<file path="config.mk">
export PLATFORM = sky130hd
export DESIGN_NAME = writeback_stage
export DESIGN_NICKNAME = d
export VERILOG_FILES = /design/src/rtl/writeback_stage.sv
export SDC_FILE = /design/constraint.sdc
export NUM_CORES = 1
export LEC_CHECK = 0
export ABC_AREA = 0
export CAP_MARGIN = 20
export CORE_UTILIZATION = 42
export DETAILED_ROUTE_END_ITERATION = 8
export GPL_TIMING_DRIVEN = 0
export PLACE_DENSITY = 0.82
export SYNTH_ARGS = -nofsm -noshare
export SYNTH_HDL_FRONTEND = slang
export SYNTH_SLANG_ARGS = --single-unit
</file>
<file path="constraint.sdc">
create_clock -name clk -period 2.9 [get_ports clk]
set_input_delay 0.58 -clock clk [delete_from_list [all_inputs] [get_ports clk]]
set_output_delay 0.58 -clock clk [all_outputs]
set_load 0.1 [all_outputs]
</file>
<file path="src/rtl/writeback_stage.sv">
// rtl/writeback_stage.sv - MEM/WB latch, writeback select, load-wait stall, timeout and halt.
// Optional WB_RETIRE_COUNT_EN adds a 16-bit Retire_Count output.
module writeback_stage #(
   parameter int MEM_TIMEOUT = 16,
   parameter int DATA_W      = 16
) (
   input  logic              clk,
   input  logic              rst,
   input  logic              In_Valid,
   input  logic              In_Reg_Write,
   input  logic [2:0]        In_Write_Reg,
   input  logic [1:0]        In_WB_Sel,
   input  logic [DATA_W-1:0] In_ALU_Result,
   input  logic [DATA_W-1:0] In_PC2,
   input  logic [DATA_W-1:0] In_Immediate,
   input  logic              In_Halt,
   input  logic              Flush,
   input  logic [DATA_W-1:0] Mem_Data,
   input  logic              Mem_Data_Valid,
   output logic [2:0]        Write_Reg_Out,
   output logic [DATA_W-1:0] Write_Data,
   output logic              Reg_Write_Out,
   output logic              WB_Stall,
   output logic              Halted,
`ifdef WB_RETIRE_COUNT_EN
   output logic [15:0]       Retire_Count,
`endif
   output logic              Err
);

   localparam int CNT_W = $clog2(MEM_TIMEOUT + 1);
   localparam logic [CNT_W-1:0] CNT_MAX = CNT_W'(MEM_TIMEOUT);

   typedef enum logic [1:0] {
      S_RUN      = 2'd0,
      S_WAIT_MEM = 2'd1,
      S_HALTED   = 2'd2
   } wb_state_t;

   wb_state_t         state;
   logic [CNT_W-1:0]  wait_cnt;

   logic              lat_valid;
   logic              lat_reg_write;
   logic [2:0]        lat_write_reg;
   logic [1:0]        lat_sel;
   logic [DATA_W-1:0] lat_alu;
   logic [DATA_W-1:0] lat_pc2;
   logic [DATA_W-1:0] lat_imm;
   logic              lat_halt;
   logic              err_q;

   logic              sel_mem;
   logic              load_wait;
   logic              complete;

   // Halt wins over a load: a halting entry never waits on memory.
   always_comb begin
      sel_mem   = (lat_sel == 2'b01);
      load_wait = lat_valid & ~lat_halt & sel_mem & ~Mem_Data_Valid;
   end

   always_comb begin
      WB_Stall = 1'b0;
      case (state)
         S_RUN:      WB_Stall = load_wait;
         S_WAIT_MEM: WB_Stall = ~Mem_Data_Valid;
         S_HALTED:   WB_Stall = 1'b1;
         default:    WB_Stall = 1'b1;
      endcase
   end

   always_comb begin
      Write_Data = lat_alu;
      case (lat_sel)
         2'b00:   Write_Data = lat_alu;
         2'b01:   Write_Data = Mem_Data;
         2'b10:   Write_Data = lat_pc2;
         2'b11:   Write_Data = lat_imm;
         default: Write_Data = lat_alu;
      endcase
   end

   always_comb begin
      Halted        = (state == S_HALTED);
      Write_Reg_Out = lat_write_reg;
      Reg_Write_Out = lat_valid & lat_reg_write & ~lat_halt & ~Halted
                    & (~sel_mem | Mem_Data_Valid);
      complete      = lat_valid & ~lat_halt & ~Halted & ~WB_Stall;
      Err           = err_q;
   end

   always_ff @(posedge clk or negedge rst) begin
      if (!rst) begin
         state         <= S_RUN;
         wait_cnt      <= '0;
         err_q         <= 1'b0;
         lat_valid     <= 1'b0;
         lat_reg_write <= 1'b0;
         lat_write_reg <= '0;
         lat_sel       <= '0;
         lat_alu       <= '0;
         lat_pc2       <= '0;
         lat_imm       <= '0;
         lat_halt      <= 1'b0;
      end else begin
         // A stalled entry is older and committed, so Flush cannot touch it.
         if (!WB_Stall && !Halted) begin
            lat_valid     <= In_Valid & ~Flush;
            lat_reg_write <= In_Reg_Write;
            lat_write_reg <= In_Write_Reg;
            lat_sel       <= In_WB_Sel;
            lat_alu       <= In_ALU_Result;
            lat_pc2       <= In_PC2;
            lat_imm       <= In_Immediate;
            lat_halt      <= In_Halt;
         end

         case (state)
            S_RUN: begin
               if (lat_valid && lat_halt) begin
                  state <= S_HALTED;
               end else if (load_wait) begin
                  state    <= S_WAIT_MEM;
                  wait_cnt <= CNT_W'(1);
               end
            end
            S_WAIT_MEM: begin
               if (Mem_Data_Valid) begin
                  state    <= S_RUN;
                  wait_cnt <= '0;
               end else if (wait_cnt >= CNT_MAX) begin
                  state <= S_HALTED;
                  err_q <= 1'b1;
               end else begin
                  wait_cnt <= wait_cnt + CNT_W'(1);
               end
            end
            S_HALTED: state <= S_HALTED;
            default:  state <= S_HALTED;
         endcase
      end
   end

`ifdef WB_RETIRE_COUNT_EN
   always_ff @(posedge clk or negedge rst) begin
      if (!rst) begin
         Retire_Count <= '0;
      end else if (complete) begin
         Retire_Count <= Retire_Count + 16'd1;
      end
   end
`else
   logic unused_complete;
   assign unused_complete = complete;
`endif

endmodule

</file>
* After elaboration in Yosys (flattened, before gate mapping) *
Index checks and enable logic that the tools add are counted.

operators by class
  add/subtract/negate cells = 1
  order comparisons = 1
  equality and inequality tests = 10
  mux-type cells = 12
  bitwise gates (word level) = 14
  reduce and logical (&&, ||, !) cells = 10

operator list
  kind                                                                    count
  16-bit one-hot mux with 4 select lines                                  1
  5-bit 2-to-1 mux                                                        4
  5-bit one-hot mux with 2 select lines                                   1
  3-bit inequality test (second input constant)                           3
  1-bit AND                                                               8
  2-bit 2-to-1 mux                                                        4
  2-bit equality test (second input constant)                             3
  5-bit by 1-bit adder with 5-bit output (second input constant)          1
  5-bit >= comparator (second input constant)                             1
  1-bit NOT                                                               5
  2-bit by 1-bit equality test with 1-bit output (second input constant)  2
  2-bit zero test                                                         2
  2-bit inequality test (second input constant)                           2
  2-bit one-hot mux with 2 select lines                                   1
  4-bit AND reduction                                                     1
  3-bit AND reduction                                                     1
  1-bit logical AND                                                       2
  1-bit zero test                                                         2
  1-bit one-hot mux with 2 select lines                                   1
  2-bit AND reduction                                                     1
  2-bit nonzero test                                                      1
  1-bit OR                                                                1

word-level totals
  bits in registers = 64
  logic and storage cells = 59

* Longest topological paths before layout *
Gate-level depths: netlist (run 1).

  depth in word-level cells = 7
  gate-level depth with buffers = 7
  depth with buffers taken out = 4

* Least setup slack after synthesis (run 1) *
OpenSTA, ideal clock, no wires.

  path type = reg-to-output
  start point = register state[0]
  end point = output Reg_Write_Out
  data arrival time = 2.345 ns
  data required time = 2.320 ns
  setup slack = -0.025 ns
  cell stages (with the launch flop) = 4
  path through = dfrtp_1 -> nor2_1 -> nor2_1 -> and3_1

between the ends
  word-level cells in the longest chain between the ends = 4

ends and longest elaborated chain
  element                 RTL line  text
  from (decl)             40        wb_state_t state;
  from (signal assigned)  95        state <= S_RUN;
  from (signal assigned)  122       state <= S_HALTED;
  from (signal assigned)  124       state <= S_WAIT_MEM;
  2-bit equality test     85        Halted = (state == S_HALTED);
  named net Halted        24        output logic Halted,
  1-bit NOT               n/a
  1-bit AND               87        Reg_Write_Out = lat_valid & lat_reg_write & ~lat_halt & ~Halted
  1-bit AND               88        & (~sel_mem | Mem_Data_Valid);
  to (decl)               22        output logic Reg_Write_Out,

The timed path passes the listed nets, and every way through them passes these cells.

* Worst setup path in the final report (run 1) *
  start point = register lat_sel[0]
  end point = output Write_Data[2]

between the ends
  word-level cells in the longest chain between the ends = 2
  elaborated cells between the ends (all ways) = 5
  those cells by class = eq/ne: 3; mux: 1; reduce/logical: 1

ends and longest elaborated chain
  element                                            RTL line  text
  from (decl)                                        46        logic [1:0] lat_sel;
  from (signal assigned)                             112       lat_sel <= In_WB_Sel;
  2-bit equality test, or another cell as far along  75        case (lat_sel)
  16-bit one-hot mux with 4 select lines (*)         75
  to (decl)                                          21        output logic [DATA_W-1:0] Write_Data,

Mark *: on every way between the ends. The rest lies on a longest branch, timed or not.

==> results of run 1 <==
cell type report:
type / instances / area share
Tap cell: 80 / 0.0236
Clock inverter: 3 / 0.0153
Multi-Input combinational cell: 106 / 0.295
Buffer: 10 / 0.0168
Sequential cell: 64 / 0.377
Clock buffer: 13 / 0.0351
Timing Repair Buffer: 98 / 0.234
Inverter: 3 / 0.00265
critical path: stages, from the launching register on:
cell and delay, ns:
dfrtp_1 0.34, buf_6 0.17, clkbuf_4 0.30, mux4_2 0.54
clkdlybuf4s15_2 0.48
flip-flops by register name (all words and copies together), names as in the netlist:
signal / count
Write_Reg_Out: 3
lat_halt: 1
lat_alu: 16
lat_sel: 2
Err: 1
lat_imm: 16
lat_reg_write: 1
lat_pc2: 16
wait_cnt: 5
lat_valid: 1
state: 2
worst max path at each step:
| stage | startpoint | endpoint | slack, ns |
|---|---|---|---|
| floorplan | Mem_Data_Valid | WB_Stall | 0.23 |
| global placement | Mem_Data_Valid | WB_Stall | -0.88 |
| detailed placement | Mem_Data_Valid | WB_Stall | -0.89 |
| CTS | Mem_Data_Valid | WB_Stall | -0.01 |
| global route | lat_sel[0] | Write_Data[2] | 0.05 |
| finish | lat_sel[0] | Write_Data[2] | 0.16 |
routing by layer:
metal  global-route usage  vias to the layer above  part of all wire
li1                     -                      899                 -
met5                    0                        -                 0
met1                0.238                     1015              0.44
met3               0.0375                        7             0.050
met4               0.0955                        0             0.015
met2                0.315                       72              0.49
placed cells by master (no fill, tap or decap), types with 2 or more instances in the layout:
cell and count:
clkdlybuf4s50_1 78, nand2_1 2, clkbuf_8 10, nand2b_1 5
nor2_1 4, clkbuf_1 3, nor2_2 2, dlygate4sd2_1 8
mux4_2 16, dfrtp_1 64, mux2_4 7, buf_2 5
clkdlybuf4s15_2 9, and3_1 3, bufinv_16 2, nand3_1 2
mux2_2 49, inv_1 3, buf_6 3, a211o_1 2
cell families (layout without fill, tap and decap cells):
family	after synthesis	count (layout)	synth area share
buffers and inverters	13	127	0.0269
AO/OA/AOI/OAI	7	7	0.0184
XOR/XNOR	1	1	0.00299
multiplexers	73	73	0.350
AND/OR/NAND/NOR	24	24	0.0508
flip-flops	64	64	0.546
adder cells (fa/ha/maj)	1	1	0.00427
stage by stage:
stage	cells	TNS (ns)
finish	377	0
global route	377	0
CTS	377	-0.0119
detailed placement	361	-3.83
global placement	361	-57.11
floorplan	183	0
power groups by stage:
stage / registers, mW / logic (mW) / clock network (mW)
2_1_floorplan: 0.910 / 0.00168 / 0
3_3_place_gp: 0.910 / 0.120 / 0
3_5_place_dp: 0.909 / 0.120 / 0
4_1_cts: 0.892 / 0.121 / 0.845
5_1_grt: 0.892 / 0.129 / 0.903
6_report: 0.892 / 0.119 / 0.829
what timing repair did:
action                                  CTS  global route
resized for setup                        43             4
gates cloned                              0             0
pin swaps                                 0             1
hold buffers                              0             0
endpoints found under the setup margin   18            10
==> flow_summary.toml, run 1 <==
[synth]
syn_area_per_cell_sq_um = 16.0
yosysTopAreaCell = "dfrtp_1"
synth_area_leaders = "dfrtp_1, mux2_2, mux4_2, mux2_4, buf_6"
synth-main-ff-cell = "dfrtp_1"
ys.warnings.count = 0
ys_ff_latch = 64
yosys.area.top_type_share = 0.546
synthDistinctLibCells = 29
synth-edff-count = 0
synth_area_sq_um = 2930
synth_cells = 183
post-synth-top-count-cell = "dfrtp_1"
synthTopCellsByCount = "dfrtp_1, mux2_2, mux4_2"
async_flop_share = 1.00
synthesis.nets = 260
ys_seq_area_frac = 0.546

[setup_path]
crit_type = "reg2out"
timing.rr.end = "lat_alu[6]"
worst_ep_arrival_time_ns = 2.16
worstSetupStartpointType = "register"
crit_path_max_fanout = 10
r2r-start = "lat_sel[1]"
required_ns = 2.32
worst_setup_path_end_kind = "output port"
r2r_setup_slack_ns = 0.94
rr_worst_depth = 7

[power_and_ir_drop]
irDropWorstVdd_mv = 0.233
p_switching_mw = 0.353
seq_power_share = 0.485
p_clk_frac = 0.451
power.total_mw = 1.84
p_int_mw = 1.49
power.leakage_nw = 2.00
swShare = 0.192
p_per_area_nw_per_um2 = 434
p_comb_frac = 0.065

[clocking]
cts_buffers = 9
root_buffer = "clkbuf_8"
cts-htree-levels = 3
cts_num_sinks = 64
cts_tree = "built"
clk_pin_slew_ns = 0.07
insertion_delay_ns = 0.32
cts_setup_buffers = 0
clockBufferDepth = 2

[final_layout]
drive_gt1_frac = 0.370
multi_input_area_sq_um = 1250
final_area_sq_um = 4240
area_growth_pct = 44.8
final_core_util = 0.628
seqCellArea_sq_um = 1600
nets = 369
num_antenna_cells = 0
fill_cells = 534

[floorplan]
core_sq_um = 6760
ioPinCount = 99
rows = 30
die_w_um = 85.5
die_height_um = 85.5
die_area_sq_um = 7320
floorplan.initialDensity = 0.434

[route]
vias_per_cell = 5.29
vias = 1993
wl_um = 6360
drcViolationCount = 0
drtIter0Drc = 65
route.detailed.wl_per_inst_um = 16.9
postRouteAntennaNets = 0
dr.pass1.iters = 4

[grt]
grt_pass1_wl_um = 10400
grt_max_degree = 65
grt_pass1_vias = 2139
antenna_found_initial = 0
grt-ovfl-total = 0
grt_usage = 0.190

[sta]
skew_ns = 0.0103
fmax_mhz = 365
layout_min_cycle_time_ns = 2.74
rsz0062_at_grt = "false"
timing.hold.ws_ns = 0.329
finalWorstSetupSlack_ns = 0.160
worst_pin_slew_ns = 0.985
slew_headroom = 0.341
setup_viol = 0
hold_viol_final = 0
post-route-period-util = 0.945
drv_slew = 0

[place]
dpl-instance-area_sq_um = 4010
dp_slack_ns = -0.890
gp_congestion = 0.778
io_buffers = 98
dp_hpwl_um = 4500

[min_path]
hp-class = "in2async"

[run]
max_cap_violations = 0

[status]
status = "completed"
Power figures use the tool's default switching activity.
==> inputs of run 2 (changes only) <==
- CELL_PAD_IN_SITES_DETAIL_PLACEMENT: unset -> 2
- CELL_PAD_IN_SITES_GLOBAL_PLACEMENT: unset -> 2
- CORE_UTILIZATION: 42 -> 33
- PLACE_DENSITY: 0.82 -> 0.92
==> run 2 against run 1 <==
Worst hold slack about the same; count of clock-buffer cells in the layout down 2; critical path type is now in2out; clock power down 11%; clock skew down 0.0011 ns; fmax down 1.8%; utilization down 14 points; total power down 4.9%; worst setup slack worse by 0.050 ns; largest power group unchanged; highest routed layer unchanged.
==> flow_summary.toml, run 2 (synthesis results as in run 1) <==
[setup_path]
crit_type = "in2out"
cp.depth = 8
worst_path_most_repeated_cell = "buf_6"
r2r_setup_slack_ns = 0.90
rr_worst_depth = 7
worst_ep_arrival_time_ns = 2.21
worst_setup_path_end_kind = "output port"
r2r-start = "lat_sel[1]"
slowest_delay_ns = 0.43
critical_path.startpoint = "Mem_Data_Valid"
worstSetupStartpointType = "input port"
timing.rr.end = "lat_alu[7]"
cp.buffers_inverters = 5
crit_path_max_fanout = 10
crit_end = "WB_Stall"
required_ns = 2.32
crit_family = "buffers and inverters"
worstPathCellList = "clkdlybuf4s50_1 > or3b_4 > nor3_4 > nor2_2 > buf_6 > buf_6 > inv_2 > buf_12"
slowest_stage = "clkdlybuf4s50_1"

[final_layout]
final_cell_mix = "clkdlybuf4s50_1, dfrtp_1, mux2_2"
reg_top3 = "lat_alu (16), lat_imm (16), lat_pc2 (16)"
num_antenna_cells = 0
final_common_cell = "clkdlybuf4s50_1"
area_growth_pct = 45.2
drive_gt1_frac = 0.380
nets = 370

[floorplan]
die_area_sq_um = 9260
die_w_um = 96.3
rows = 34
die_height_um = 96.3
floorplan.initialDensity = 0.338
ioPinCount = 99
core_sq_um = 8680

[power_and_ir_drop]
p_per_area_nw_per_um2 = 411
power.leakage_nw = 1.99
irDropWorstVdd_mv = 0.183
seq_power_share = 0.510
p_switching_mw = 0.358
p_comb_frac = 0.069
p_clk_frac = 0.422
swShare = 0.205
p_int_mw = 1.39
power.total_mw = 1.75

[route]
postRouteAntennaNets = 0
wl_um = 7840
drtIter0Drc = 42
drcViolationCount = 0
route.detailed.wl_per_inst_um = 19.4
vias_per_cell = 4.95
dr.pass1.iters = 6
vias = 2004

[sta]
worst_pin_slew_ns = 0.994
fmax_mhz = 358
slew_headroom = 0.336
setup_viol = 0
drv_slew = 0
skew_ns = 0.00921
finalWorstSetupSlack_ns = 0.109
rsz0062_at_grt = "false"
layout_min_cycle_time_ns = 2.79
hold_viol_final = 0
post-route-period-util = 0.962

[grt]
antenna_found_initial = 0
grt_usage = 0.181
grt_max_degree = 65
grt_pass1_vias = 2251
grt-ovfl-total = 0
grt_pass1_wl_um = 12000

[clocking]
root_buffer = "clkbuf_8"
clockBufferDepth = 2
cts_tree = "built"
clk_pin_slew_ns = 0.07
cts_num_sinks = 64
insertion_delay_ns = 0.32
cts-htree-levels = 3
cts_buffers = 9

[place]
gp_congestion = 0.756
dp_slack_ns = -0.887
dp_hpwl_um = 5750
io_buffers = 98

[run]
max_cap_violations = 0

[status]
status = "completed"

[min_path]
hp-class = "in2async"
run 2: worst min path at each step:
stage	endpoint	slack (ns)	cells after the start	from
after floorplan	Err	0.28	0	rst
after global placement	Err	0.45	1	Err
after detailed placement	Err	0.45	1	Err
after CTS	Write_Reg_Out[2]	0.38	1	rst
after global routing	lat_alu[15]	0.40	1	rst
final	Write_Reg_Out[2]	0.33	1	rst
run 2: power by group through the flow:
stage | registers [mW] | logic (mW) | clock network, mW
after global routing | 0.892 | 0.130 | 0.802
after floorplan | 0.910 | 0.00168 | 0
after global placement | 0.910 | 0.121 | 0
after detailed placement | 0.909 | 0.122 | 0
final | 0.892 | 0.120 | 0.738
after CTS | 0.892 | 0.123 | 0.764
run 2: cell type report:
type                            instances  area [sq um]
Clock inverter                          4          45.0
Inverter                                3          11.3
Clock buffer                           11           141
Buffer                                 10          71.3
Timing Repair Buffer                   99           997
Fill cell                             846          4420
Sequential cell                        64          1600
Tap cell                              108           135
Multi-Input combinational cell        106          1250
run 2: worst reg2reg max path: cells and delay by family (launching register included):
family	cells	cell delay [ns]
DFF	1	0.36
muxes	1	0.31
buffers and inverters	3	0.53
and+or+nand+nor	3	0.68
run 2: per-stage QoR:
stage / setup TNS [ns] / hold WS, ns / cell area [sq um] / cells / utilization
detailed placement: -4.84 / 0.452 / 4050 / 389 / 0.466
global placement: -64.96 / 0.448 / 4050 / 389 / 0.467
CTS: 0 / 0.384 / 4250 / 404 / 0.490
global route: 0 / 0.399 / 4260 / 405 / 0.490
floorplan: 0 / 0.284 / 2930 / 183 / -
finish: 0 / 0.329 / 4260 / 405 / 0.490
run 2: what timing repair did:
item,4_1_cts,5_1_grt
gates resized for setup,46,1
pin swaps,0,1
hold buffers,0,0
endpoints found under the setup margin,18,1
buffers inserted,0,1
run 2: metal layers:
layer	global-route usage	vias to the layer above	routed length [um]
met2	0.322	49	4270
li1	-	901	-
met5	0	-	0
met3	0.0513	2	372
met1	0.217	1052	3180
met4	0.0373	0	22
